<file path="src/rtl/adc_acq_selftrig_seq.sv">
// adc_acq_selftrig_seq: turns a fill window and self-trigger pulses into mux strobes, header fields and DDR3 write strobes
module adc_acq_selftrig_seq #(
    parameter logic [22:0] MAX_BURSTS = 23'd8388607
) (
    input  logic        clk_i,
    input  logic        reset_i,
    input  logic        acq_start_i,
    input  logic        acq_stop_i,
    input  logic        trig_i,
    input  logic [13:0] async_num_bursts_i,
    output logic        select_fill_hdr_o,
    output logic        select_waveform_hdr_o,
    output logic        select_dat_o,
    output logic        select_checksum_o,
    output logic        checksum_init_o,
    output logic        checksum_update_o,
    output logic [22:0] current_waveform_num_o,
    output logic [22:0] waveform_start_adr_o,
    output logic [22:0] num_fill_bursts_o,
    output logic [41:0] trigger_time_o,
    output logic        ddr3_wr_en_o,
    output logic [22:0] ddr3_wr_adr_o,
    output logic        busy_o,
    output logic        fill_done_o,
    output logic [15:0] dropped_trigs_o
);
    typedef enum logic [2:0] {IDLE, ARMED, WFM_HDR, WFM_DAT, FILL_HDR, CHKSUM} state_t;

    state_t      state_q;
    logic        sel_fill_q, sel_whdr_q, sel_dat_q, sel_chk_q, init_q, busy_q, done_q, stop_q;
    logic        wr_en_q;
    logic [22:0] bcnt_q, wfm_q, wsa_q, nfb_q, wr_adr_q;
    logic [13:0] n_q, rem_q;
    logic [41:0] tcnt_q, tt_q;
    logic [15:0] drop_q;
    logic        fits, drop, last, stop_any;

    // the waveform plus the fill header and checksum words must still fit in the buffer
    assign fits = ({2'b0, bcnt_q} + {11'b0, async_num_bursts_i} + 25'd3) <= {2'b0, MAX_BURSTS};
    assign drop = trig_i && ((state_q == ARMED && (acq_stop_i || !fits)) || state_q == WFM_HDR || state_q == WFM_DAT);
    assign last = (state_q == WFM_HDR) ? (n_q == 14'd0) : (rem_q == 14'd1);
    assign stop_any = stop_q || acq_stop_i;

    // sequencer: state, registered selects, header fields and the one-cycle-delayed write strobe
    always_ff @(posedge clk_i or posedge reset_i) begin
        if (reset_i) begin
            state_q    <= IDLE;
            sel_fill_q <= 1'b0;
            sel_whdr_q <= 1'b0;
            sel_dat_q  <= 1'b0;
            sel_chk_q  <= 1'b0;
            init_q     <= 1'b0;
            busy_q     <= 1'b0;
            done_q     <= 1'b0;
            stop_q     <= 1'b0;
            wr_en_q    <= 1'b0;
            bcnt_q     <= '0;
            wfm_q      <= '0;
            wsa_q      <= '0;
            nfb_q      <= '0;
            wr_adr_q   <= '0;
            n_q        <= '0;
            rem_q      <= '0;
            tcnt_q     <= '0;
            tt_q       <= '0;
            drop_q     <= '0;
        end else begin
            sel_fill_q <= 1'b0;
            sel_whdr_q <= 1'b0;
            sel_dat_q  <= 1'b0;
            sel_chk_q  <= 1'b0;
            init_q     <= 1'b0;
            done_q     <= 1'b0;
            wr_en_q    <= sel_fill_q || sel_whdr_q || sel_dat_q || sel_chk_q;
            wr_adr_q   <= sel_fill_q ? 23'd0 : bcnt_q;
            if (state_q == ARMED || state_q == WFM_HDR || state_q == WFM_DAT)
                tcnt_q <= tcnt_q + 42'd1;
            if (drop && !(&drop_q))
                drop_q <= drop_q + 16'd1;
            case (state_q)
                IDLE: if (acq_start_i) begin
                    state_q <= ARMED;
                    init_q  <= 1'b1;
                    busy_q  <= 1'b1;
                    stop_q  <= 1'b0;
                    tcnt_q  <= '0;
                    bcnt_q  <= 23'd1;
                    wfm_q   <= '0;
                    wsa_q   <= '0;
                    nfb_q   <= '0;
                    tt_q    <= '0;
                    drop_q  <= '0;
                end
                ARMED: if (acq_stop_i) begin
                    state_q    <= FILL_HDR;
                    sel_fill_q <= 1'b1;
                    nfb_q      <= bcnt_q + 23'd1;
                end else if (trig_i && fits) begin
                    state_q    <= WFM_HDR;
                    sel_whdr_q <= 1'b1;
                    tt_q       <= tcnt_q;
                    wsa_q      <= bcnt_q;
                    n_q        <= async_num_bursts_i;
                end
                WFM_HDR, WFM_DAT: begin
                    bcnt_q <= bcnt_q + 23'd1;
                    rem_q  <= (state_q == WFM_HDR) ? n_q : rem_q - 14'd1;
                    stop_q <= stop_any;
                    if (state_q == WFM_HDR)
                        wfm_q <= wfm_q + 23'd1;
                    if (last) begin
                        state_q    <= stop_any ? FILL_HDR : ARMED;
                        sel_fill_q <= stop_any;
                        nfb_q      <= bcnt_q + 23'd2;
                    end else begin
                        state_q   <= WFM_DAT;
                        sel_dat_q <= 1'b1;
                    end
                end
                FILL_HDR: begin
                    state_q   <= CHKSUM;
                    sel_chk_q <= 1'b1;
                end
                CHKSUM: begin
                    state_q <= IDLE;
                    busy_q  <= 1'b0;
                    done_q  <= 1'b1;
                end
                default: state_q <= IDLE;
            endcase
        end
    end

    assign select_fill_hdr_o      = sel_fill_q;
    assign select_waveform_hdr_o  = sel_whdr_q;
    assign select_dat_o           = sel_dat_q;
    assign select_checksum_o      = sel_chk_q;
    assign checksum_init_o        = init_q;
    assign checksum_update_o      = sel_dat_q;
    assign current_waveform_num_o = wfm_q;
    assign waveform_start_adr_o   = wsa_q;
    assign num_fill_bursts_o      = nfb_q;
    assign trigger_time_o         = tt_q;
    assign ddr3_wr_en_o           = wr_en_q;
    assign ddr3_wr_adr_o          = wr_adr_q;
    assign busy_o                 = busy_q;
    assign fill_done_o            = done_q;
    assign dropped_trigs_o        = drop_q;
endmodule
</file>
<file path="config.mk">
export PLATFORM = sky130hd
export DESIGN_NAME = adc_acq_selftrig_seq
export DESIGN_NICKNAME = d
export VERILOG_FILES = /design/src/rtl/adc_acq_selftrig_seq.sv
export SDC_FILE = /design/constraint.sdc
export NUM_CORES = 1
export LEC_CHECK = 0
export CORE_MARGIN = 2
export CORE_UTILIZATION = 41
export CTS_BUF_LIST = sky130_fd_sc_hd__clkbuf_4 sky130_fd_sc_hd__clkbuf_8
export CTS_CLUSTER_SIZE = 40
export DETAILED_ROUTE_END_ITERATION = 16
export SLEW_MARGIN = 10
export SYNTH_ARGS = -nofsm -noshare
export SYNTH_HDL_FRONTEND = slang
export SYNTH_SLANG_ARGS = --single-unit
</file>
<file path="constraint.sdc">
create_clock -name clk_i -period 10.65 [get_ports clk_i]
set_input_delay 2.13 -clock clk_i [delete_from_list [all_inputs] [get_ports clk_i]]
set_output_delay 2.13 -clock clk_i [all_outputs]
set_load 0.05 [all_outputs]
</file>
==> summary.txt, run 1 <==
Clocking
  – CTS Sinks: ~260
  – TritonCTS clock tree: done
  – CTS Hold Bufs: 0
  – Worst-skew pair later-pin latency: around 550 ps
  – Longest Clk Path Bufs: 3
  – Clock Tree Root: clkbuf_8
  – H-tree Lvls: 2
  – Num CTS Buffers: 44
  – Post-CTS Resized: 0
  – Worst-path clk slew: 60 ps
  – Post-CTS Repair Setup Buffers: 0

Die
  – Number of I/O pins: approximately 180
  – Core area: about 30,000 sq um
  – Cell Rows: 63
  – Die area: 31,800 sq um
  – Die Y: 178 um
  – Die X: about 180 um
  – Effective utilization at floorplan: 41.8%

STA
  – Final Hold Vio Count: 0
  – Max-slew violations: 0
  – Final Skew: 21.2 ps
  – Setup TNS: 0 ps
  – Final worst path period need: 5380 ps
  – Slew HR: 21.8%
  – Highest Clock Rate: 0.186 GHz
  – Final setup viols: 0
  – RSZ-0062 raised after global routing: no
  – Final Cycle Share: 50.5%
  – Actual slew at the worst max-slew pin: 1160 ps

Logic synthesis
  – FFs w/ async S/R, synth: 100%
  – Post-synth EDFFs: 0
  – Synth warn: 0
  – Top_reg_cell synth: dfrtp_1
  – Mapped Avg Cell Area: 9.28 sq um
  – FF+latch count, synth: 255
  – Mapped cell area: 12,500 sq um
  – Register area share after synthesis: 51.2%
  – Post-synth cell types: 70
  – Syn nets: 1,396
  – Cells after synthesis: 1,342

Drt
  – Via density: 5.39
  – Via count: 10,276
  – DRC violations left: 0
  – DR iter-0 viols: 784
  – WL final: 32,300 um
  – Wire length per cell: 16.9 um
  – Drt first pass iters: 5
  – Number of routed nets with antenna violations: 0

Setup path
  – R2R depth: 11
  – Worst setup endpoint: trigger_time_o[3]$_DFFE_PP0P_
  – Arr. time, crit path: roughly 5800 ps
  – Beginning of the critical path: async_num_bursts_i[1]
  – CP endpoint kind: register
  – R2r setup slk: 6430 ps
  – Worst Setup Path Type: in2reg
  – R2r startpoint: bcnt_q[0]$_DFFE_PP0P_
  – Required @ worst endpoint: 11,020 ps
  – Worst setup SP type: input port
  – Critical Path Fanout Max: roughly 130
  – Reg2Reg Capture Point: trigger_time_o[3]$_DFFE_PP0P_

Final layout
  – Final cell count without fillers: 1,908
  – Filler cells: 2,813
  – Layout area overhead: 23.3%
  – Commonest cells after routing, fill and taps aside: dfrtp_1 (255), nand2_1 (222), clkdlybuf4s50_1 (177)
  – Antenna diodes: 0
  – Share of layout cells above drive strength 1: 8.23%
  – # nets final: 1,544
  – Leading cell type in the layout, fill and taps excluded: dfrtp_1

Global route
  – GRT Total Usage: between 20 and 25%
  – Initial antenna violation count: 0
  – Vias in the first global route: 9,880
  – Total grt overflow: 0
  – Largest net degree at the start of global routing: 132
  – Global-route wire length before repair: 52,300 um

Power and ir drop
  – Worst IR Drop VDD: roughly 130 uV
  – P_leak: 6.54 nW
  – Power Density: roughly 210 nW/um^2

Placement
  – PortBufs: 177
  – Placed Instances: 1,834
  – Dpl hpwl: roughly 22,000 um
  – RD Place Congestion: 0.831

Run status
  – Outcome: finished clean

Worst hold path
  – Worst Hold Class: reg2reg
  – Worst hold start: select_checksum_o$_DFF_PP0_

Run
  – Max Cap Viol: 0
layer usage:
metal	vias up	part of all wire, %	GRT usage (%)
met5	-	0	0
met4	0	2.3	6.27
met3	58	7.5	5.24
met2	318	44	31.5
met1	4927	46	28.7
li1	4973	-	-
cells in the mapped netlist (11+ instances only):
| cell type | number | area (sq um) |
|---|---|---|
| dfrtp_1 | 255 | 6380 |
| nand2_1 | 222 | 833 |
| o21ai_0 | 150 | 751 |
| nor2_1 | 123 | 462 |
| a21oi_1 | 64 | 320 |
| clkbuf_1 | 54 | 203 |
| nand3_1 | 51 | 255 |
| xor2_1 | 44 | 385 |
| ha_1 | 34 | 425 |
| inv_1 | 25 | 93.8 |
| nand4_1 | 25 | 156 |
| nor2b_1 | 23 | 144 |
| buf_2 | 17 | 85.1 |
| mux2_2 | 17 | 191 |
| nor3_1 | 17 | 85.1 |
| and3_1 | 15 | 93.8 |
| o31ai_1 | 15 | 113 |
| or3_1 | 15 | 93.8 |
| xnor2_1 | 15 | 131 |
| o22ai_1 | 12 | 75.1 |
| and4_1 | 11 | 96.3 |
| nor4_1 | 11 | 68.8 |
registers in the layout (all words and copies together) (netlist names):
name                    flops
fill_done_o                 1
tcnt_q                     42
select_waveform_hdr_o       1
current_waveform_num_o     23
waveform_start_adr_o       23
n_q                        14
dropped_trigs_o            16
bcnt_q                     23
ddr3_wr_en_o                1
state_q                     3
checksum_update_o           1
stop_q                      1
ddr3_wr_adr_o              23
trigger_time_o             42
busy_o                      1
checksum_init_o             1
select_checksum_o           1
rem_q                      14
select_fill_hdr_o           1
num_fill_bursts_o          23
kinds of logic after synthesis:
| logic type | after synthesis | synth area share [%] |
|---|---|---|
| multiplexers | 21 | 1.86 |
| buffers and inverters | 111 | 3.67 |
| AO/OA/AOI/OAI | 303 | 14.1 |
| XOR/XNOR | 59 | 4.15 |
| flip-flops | 255 | 51.2 |
| adder cells (fa/ha/maj) | 35 | 3.58 |
| AND/OR/NAND/NOR | 558 | 21.4 |
through the flow:
step                utilization, %  instance area, sq um  hold slack (ps)  power (mW)  setup slack, ps
floorplan                        -                 12500              450        2.01             1510
global placement              48.5                 14500              452        2.32             4830
detailed placement            48.5                 14500              464        2.34             4720
CTS                           51.5                 15400              482        3.26             5310
global route                  51.5                 15400              503        3.43             5040
finish                        51.5                 15400              480        3.23             5270
worst max-delay path, cell delays in order:
cell and delay (ps):
clkdlybuf4s50_1 480, inv_1 50, ha_1 270, inv_1 40
ha_1 190, fa_1 350, and3_1 180, o211ai_1 200
and4b_1 330, o211a_4 330, buf_4 840, o21ai_0 230
area by class of cell:
class / count / area (sq um) / area share, %
Clock buffer: 71 / 852 / 5.55
Clock inverter: 3 / 46.3 / 0.301
Inverter: 26 / 105 / 0.684
Multi-Input combinational cell: 976 / 5640 / 36.7
Sequential cell: 255 / 6380 / 41.5
Tap cell: 390 / 488 / 3.18
Timing Repair Buffer: 187 / 1850 / 12.0
report_power, final:
group	total, mW	internal (mW)	switching (mW)
clock	0.910	0.526	0.384
sequential	1.27	1.10	0.168
combinational	1.05	0.334	0.719
total	3.23	1.96	1.27
worst min-delay path by stage:
stage / slack (ps) / to / depth (start not counted)
2_1_floorplan: 450 / trigger_time_o[36]$_DFFE_PP0P_ / 2
3_3_place_gp: 450 / ddr3_wr_en_o$_DFF_PP0_ / 1
3_5_place_dp: 460 / ddr3_wr_en_o$_DFF_PP0_ / 1
4_1_cts: 480 / ddr3_wr_en_o$_DFF_PP0_ / 1
5_1_grt: 500 / ddr3_wr_en_o$_DFF_PP0_ / 1
6_report: 480 / ddr3_wr_en_o$_DFF_PP0_ / 1
(Power assumes the default switching activity.)
==> run 2: changes to the inputs <==
Clock period 10.65 ns to 5.1 ns, I/O delays scaled along.
==> run 2 against run 1 <==
  * Flip-flop and latch count did not move
  * Die area did not move
  * Critical endpoint is now trigger_time_o[7]$_DFFE_PP0P_
  * Register-to-register slack got worse by 4900 ps
==> summary.txt, run 2 (same netlist as run 1, synthesis figures left out) <==
STA
  – Final Hold Vio Count: 0
  – Final Skew: 23.6 ps
  – Actual slew at the worst max-slew pin: 1080 ps
  – Max-slew violations: 0
  – RSZ-0062 raised after global routing: no
  – Setup TNS: 0 ps
  – Final worst path period need: 3610 ps
  – Slew HR: 27.2%
  – Hold Slack: 453 ps
  – Highest Clock Rate: 0.277 GHz
  – Final Cycle Share: a little under three quarters
  – Final setup viols: 0

Clocking
  – Post-CTS Repair Setup Buffers: 0
  – Post-CTS Resized: 0
  – Num CTS Buffers: 44
  – CTS Hold Bufs: 0
  – Longest Clk Path Bufs: 3
  – CTS Sinks: 255
  – Worst-path clk slew: 50 ps
  – TritonCTS clock tree: done
  – Clock Tree Root: clkbuf_8
  – Worst-skew pair later-pin latency: 550 ps
  – H-tree Lvls: 2

Setup path
  – Crit path largest cell delay: around 490 ps
  – Slowest stage cell, crit path: o211a_4
  – Critical Path Fanout Max: 60
  – CP Cell Sequence: clkdlybuf4s50_1 -> inv_1 -> ha_1 -> inv_1 -> ha_1 -> fa_1 -> and3_1 -> o211ai_1 -> and4b_1 -> o211a_4 -> buf_12 -> o21ai_0
  – CP endpoint kind: register
  – Required @ worst endpoint: 5510 ps
  – Arr. time, crit path: 4020 ps
  – Worst Path Buf+Inv: 4
  – Top delay family on crit path: buffers and inverters
  – Worst setup SP type: input port
  – Worst Setup Path Type: in2reg

Global route
  – Initial antenna violation count: 1
  – Vias in the first global route: 9,937
  – Global-route wire length before repair: 52,200 um
  – Total grt overflow: 0
  – Largest net degree at the start of global routing: between 90 and 100
  – GRT Total Usage: about 20%

Die
  – Die Y: 178 um
  – Core area: 29,800 sq um
  – Die area: 31,800 sq um
  – Die X: 178 um
  – Effective utilization at floorplan: 41.8%
  – Number of I/O pins: 178
  – Cell Rows: 63

Run
  – Max Cap Viol: 0

Worst hold path
  – Worst Hold Class: reg2reg

Drt
  – Via count: roughly 10,000
  – Number of routed nets with antenna violations: 0
  – WL final: 32,000 um
  – Wire length per cell: 16.7 um
  – DR iter-0 viols: around 770
  – DRC violations left: 0
  – Via density: 5.36
  – Drt first pass iters: 5

Placement
  – RD Place Congestion: 0.846
  – PortBufs: 177
  – Dpl hpwl: 21,800 um
  – Placed Instance Area: about 15,000 sq um

Power and ir drop
  – Internal Power: 4.06 mW
  – Power Density: 436 nW/um^2
  – Net Sw Frac: between 30% and 40%
  – Worst IR Drop VDD: between 300 and 400 uV
  – Comb pwr share: 33.1%
  – Sw Pwr: roughly 2.7 mW
  – Power share of the clock group: between 20 and 30%
  – P_leak: about 6.6 nW
  – Seq pwr share: 39.2%
  – Tot Pwr: 6.73 mW

Final layout
  – Leading cell type in the layout, fill and taps excluded: dfrtp_1
  – Design Area, Final: 15,400 sq um
  – Layout area overhead: 23.9%
  – # nets final: 1,550
  – Share of layout cells above drive strength 1: approximately 8.8%
  – Antenna diodes: 0
  – Filler cells: 2,822
  – Commonest cells after routing, fill and taps aside: dfrtp_1 (255), nand2_1 (222), clkdlybuf4s50_1 (177)

Run status
  – Outcome: finished clean
## run 2: cell types whose count changed in the layout (fill, tap and decap cells not counted)
cell	change
buf_12	+4
clkinv_2	+6
clkbuf_4	-1
inv_8	-1
bufinv_16	-1
buf_4	+2
## run 2: layout make-up
cell class                 count  area [sq um]  share of cell area [%]
clock buffer                  70           845                    5.47
clock inverter                 7          38.8                   0.251
inverter                      26           101                   0.657
multi-input combinational    976          5640                    36.5
sequential                   255          6380                    41.3
tap                          390           488                    3.16
timing repair buffer         193          1940                    12.6
## run 2: final timing paths
path / from / slack (ps) / endpoint / cells after the start
worst min register to register: select_checksum_o$_DFF_PP0_ / 450 / ddr3_wr_en_o$_DFF_PP0_ / 1
max in group asynchronous: reset_i / 3060 / tcnt_q[20]$_DFF_PP0_ / 3
worst max-delay path: async_num_bursts_i[1] / 1490 / trigger_time_o[7]$_DFFE_PP0P_ / 12
min in group asynchronous: reset_i / 1020 / waveform_start_adr_o[16]$_DFFE_PP0P_ / 2
worst max register to register: bcnt_q[0]$_DFFE_PP0P_ / 1510 / trigger_time_o[7]$_DFFE_PP0P_ / 11
worst min-delay path: select_checksum_o$_DFF_PP0_ / 450 / ddr3_wr_en_o$_DFF_PP0_ / 1
## run 2: through the flow
step | cells | utilization (%) | worst slack [ps]
floorplan | 1342 | - | 722
global placement | 1840 | 48.8 | 953
detailed placement | 1840 | 48.8 | 898
CTS | 1917 | 51.8 | 1480
global route | 1917 | 51.8 | 1230
finish | 1917 | 51.8 | 1490
## run 2: layer usage
metal	vias up	global-route usage (%)	part of all wire (%)
met3	54	5.35	7.2
met4	2	6.00	2.2
met1	4948	29.3	47
li1	4999	-	-
met2	280	30.7	43
met5	-	0	0.041
## run 2: power groups by stage
stage / logic [mW] / registers (mW) / clock network (mW)
global placement: 2.21 / 2.67 / 0
detailed placement: 2.23 / 2.67 / 0
finish: 2.23 / 2.64 / 1.87
global route: 2.47 / 2.68 / 2.02
CTS: 2.24 / 2.64 / 1.93
floorplan: 1.35 / 2.86 / 0
==> run 3: changes to the inputs <==
Clock period 5.1 ns to 3.7 ns, I/O delays scaled along.
==> run 3 against run 2 <==
  * Routed wire length rose by 0.68%
  * Combinational power rose by 45%
  * Clock skew fell by 2.7 ps
  * Non-clock buffer count rose by 18
  * Hold slack improved by 17 ps
  * Global-route usage rose by 0.25 points
  * Critical path type is now reg2reg
  * Critical endpoint is now n_q[12]$_DFFE_PP0P_
==> summary.txt, run 3 (same netlist as run 1, synthesis figures left out) <==
STA
  – Highest Clock Rate: 0.319 GHz
  – Worst Setup Slack, final: roughly 570 ps
  – Final Skew: 20.9 ps
  – Final Hold Vio Count: 0
  – Setup TNS: 0 ps
  – Slew HR: roughly 45%
  – Final worst path period need: 3130 ps
  – Final Cycle Share: 84.6%
  – Final setup viols: 0
  – RSZ-0062 raised after global routing: no
  – Actual slew at the worst max-slew pin: 829 ps
  – Max-slew violations: 0

Final layout
  – Layout area overhead: 26.3%
  – # nets final: 1,569
  – Commonest cells after routing, fill and taps aside: dfrtp_1 (255), nand2_1 (222), clkdlybuf4s50_1 (177)
  – Antenna diodes: 0
  – Leading cell type in the layout, fill and taps excluded: dfrtp_1
  – Share of layout cells above drive strength 1: 10.2%
  – Final Util: around 53%

Die
  – Die X: 178 um
  – Cell Rows: 63
  – Die Y: between 150 and 200 um
  – Number of I/O pins: about 180
  – Core area: roughly 30,000 sq um
  – Die area: about 32,000 sq um
  – Effective utilization at floorplan: 41.8%

Global route
  – Largest net degree at the start of global routing: 119
  – Global-route wire length before repair: around 53,000 um
  – Initial antenna violation count: 0
  – GRT Total Usage: 20.7%
  – Total grt overflow: 0
  – Vias in the first global route: 10,005

Placement
  – RD Place Congestion: 0.832
  – Worst Setup Slack post-DPL: -15.2 ps
  – Dpl hpwl: 22,200 um
  – PortBufs: about 180

Clocking
  – Worst-skew pair later-pin latency: about 560 ps
  – Clock Tree Root: clkbuf_8
  – TritonCTS clock tree: done
  – Num CTS Buffers: 45
  – CTS Sinks: 255
  – Worst-path clk slew: 60 ps
  – CTS Hold Bufs: 0
  – Longest Clk Path Bufs: 3
  – Post-CTS Repair Setup Buffers: 0
  – H-tree Lvls: 2
  – Post-CTS Resized: 0

Power and ir drop
  – Tot Pwr: ~9.6 mW
  – Power Density: 609 nW/um^2
  – P_leak: about 6.7 nW
  – Worst IR Drop VDD: 313 uV

Drt
  – Routed met2 length: 13,800 um
  – Wire length per cell: 16.6 um
  – Drt first pass iters: 5
  – DR iter-0 viols: 801
  – Number of routed nets with antenna violations: 0
  – Via density: 5.29
  – Via count: around 10,000
  – Met1 Routed Length: about 15,000 um
  – Wire length on met3: 2210 um
  – DRC violations left: 0
  – WL final: ~32,000 um
  – Highest metal used: met4

Run
  – Max Cap Viol: 0

Setup path
  – Top delay family on crit path: adder cells
  – Worst Setup Path Type: reg2reg
  – Required @ worst endpoint: 4120 ps
  – Arr. time, crit path: 3550 ps
  – CP endpoint kind: register
  – Crit path largest cell delay: roughly 500 ps
  – Worst Path Buf+Inv: 3
  – Critical Path Fanout Max: 14
  – Slowest stage cell, crit path: dfrtp_1
  – Worst setup SP type: register
  – CP Cell Sequence: inv_1 -> ha_1 -> inv_1 -> ha_1 -> fa_1 -> and3_1 -> o211ai_1 -> and4b_1 -> o211a_4 -> buf_12 -> mux2_2

Worst hold path
  – Worst Hold Class: reg2reg

Run status
  – Outcome: finished clean
==> run 3: cell types whose count changed in the layout (fill, tap and decap cells not counted) <==
cell,change
bufinv_16,+1
clkbuf_8,+8
clkinvlp_4,+2
clkinv_2,+4
clkinv_4,+1
inv_6,-1
buf_4,+14
clkbuf_4,-10
inv_8,+1
buf_12,+4
==> run 3: per-layer routing <==
layer,GRT usage [%],vias to the layer above
met5,0,-
met4,5.72,0
met3,5.18,52
met2,30.8,297
met1,30.1,4873
li1,-,5040
==> run 3: final cells by class <==
| cell class | instances | area, sq um |
|---|---|---|
| well taps | 390 | 488 |
| multi-input cells | 976 | 5640 |
| flip-flops and latches | 255 | 6380 |
| fillers | 2768 | 14100 |
| clock buffers | 68 | 880 |
| inverters | 26 | 101 |
| clock inverters | 15 | 115 |
| repair buffers | 211 | 2130 |
==> run 3: through the flow <==
step	std cells	area (sq um)	hold slack, ps
after floorplan	1342	12500	450
after global placement	1858	14700	461
after detailed placement	1858	14700	457
after CTS	1941	15700	476
after global routing	1941	15700	493
final	1941	15700	470
==> run 3: power breakdown <==
part	switching [mW]	internal, mW
registers	0.403	3.16
logic	2.17	1.06
clock network	1.18	1.60
total	3.75	5.83
==> run 3: worst register-to-register path, cell delays in order (launching register included) <==
cell      delay, ps
dfrtp_1         510
inv_1           180
ha_1            310
inv_1            40
ha_1            190
fa_1            350
and3_1          190
o211ai_1        180
and4b_1         310
o211a_4         240
buf_12          150
mux2_2          350
==> run 3: worst paths after layout <==
kind | start | end | slack [ps] | depth (start not counted)
max | bcnt_q[1]$_DFFE_PP0P_ | n_q[12]$_DFFE_PP0P_ | 570 | 11
min | select_checksum_o$_DFF_PP0_ | ddr3_wr_en_o$_DFF_PP0_ | 470 | 1
max reg2reg | bcnt_q[1]$_DFFE_PP0P_ | n_q[12]$_DFFE_PP0P_ | 570 | 11
min reg2reg | select_checksum_o$_DFF_PP0_ | ddr3_wr_en_o$_DFF_PP0_ | 470 | 1
max in group asynchronous | reset_i | current_waveform_num_o[15]$_DFFE_PP0P_ | 2370 | 3
min in group asynchronous | reset_i | waveform_start_adr_o[11]$_DFFE_PP0P_ | 700 | 3
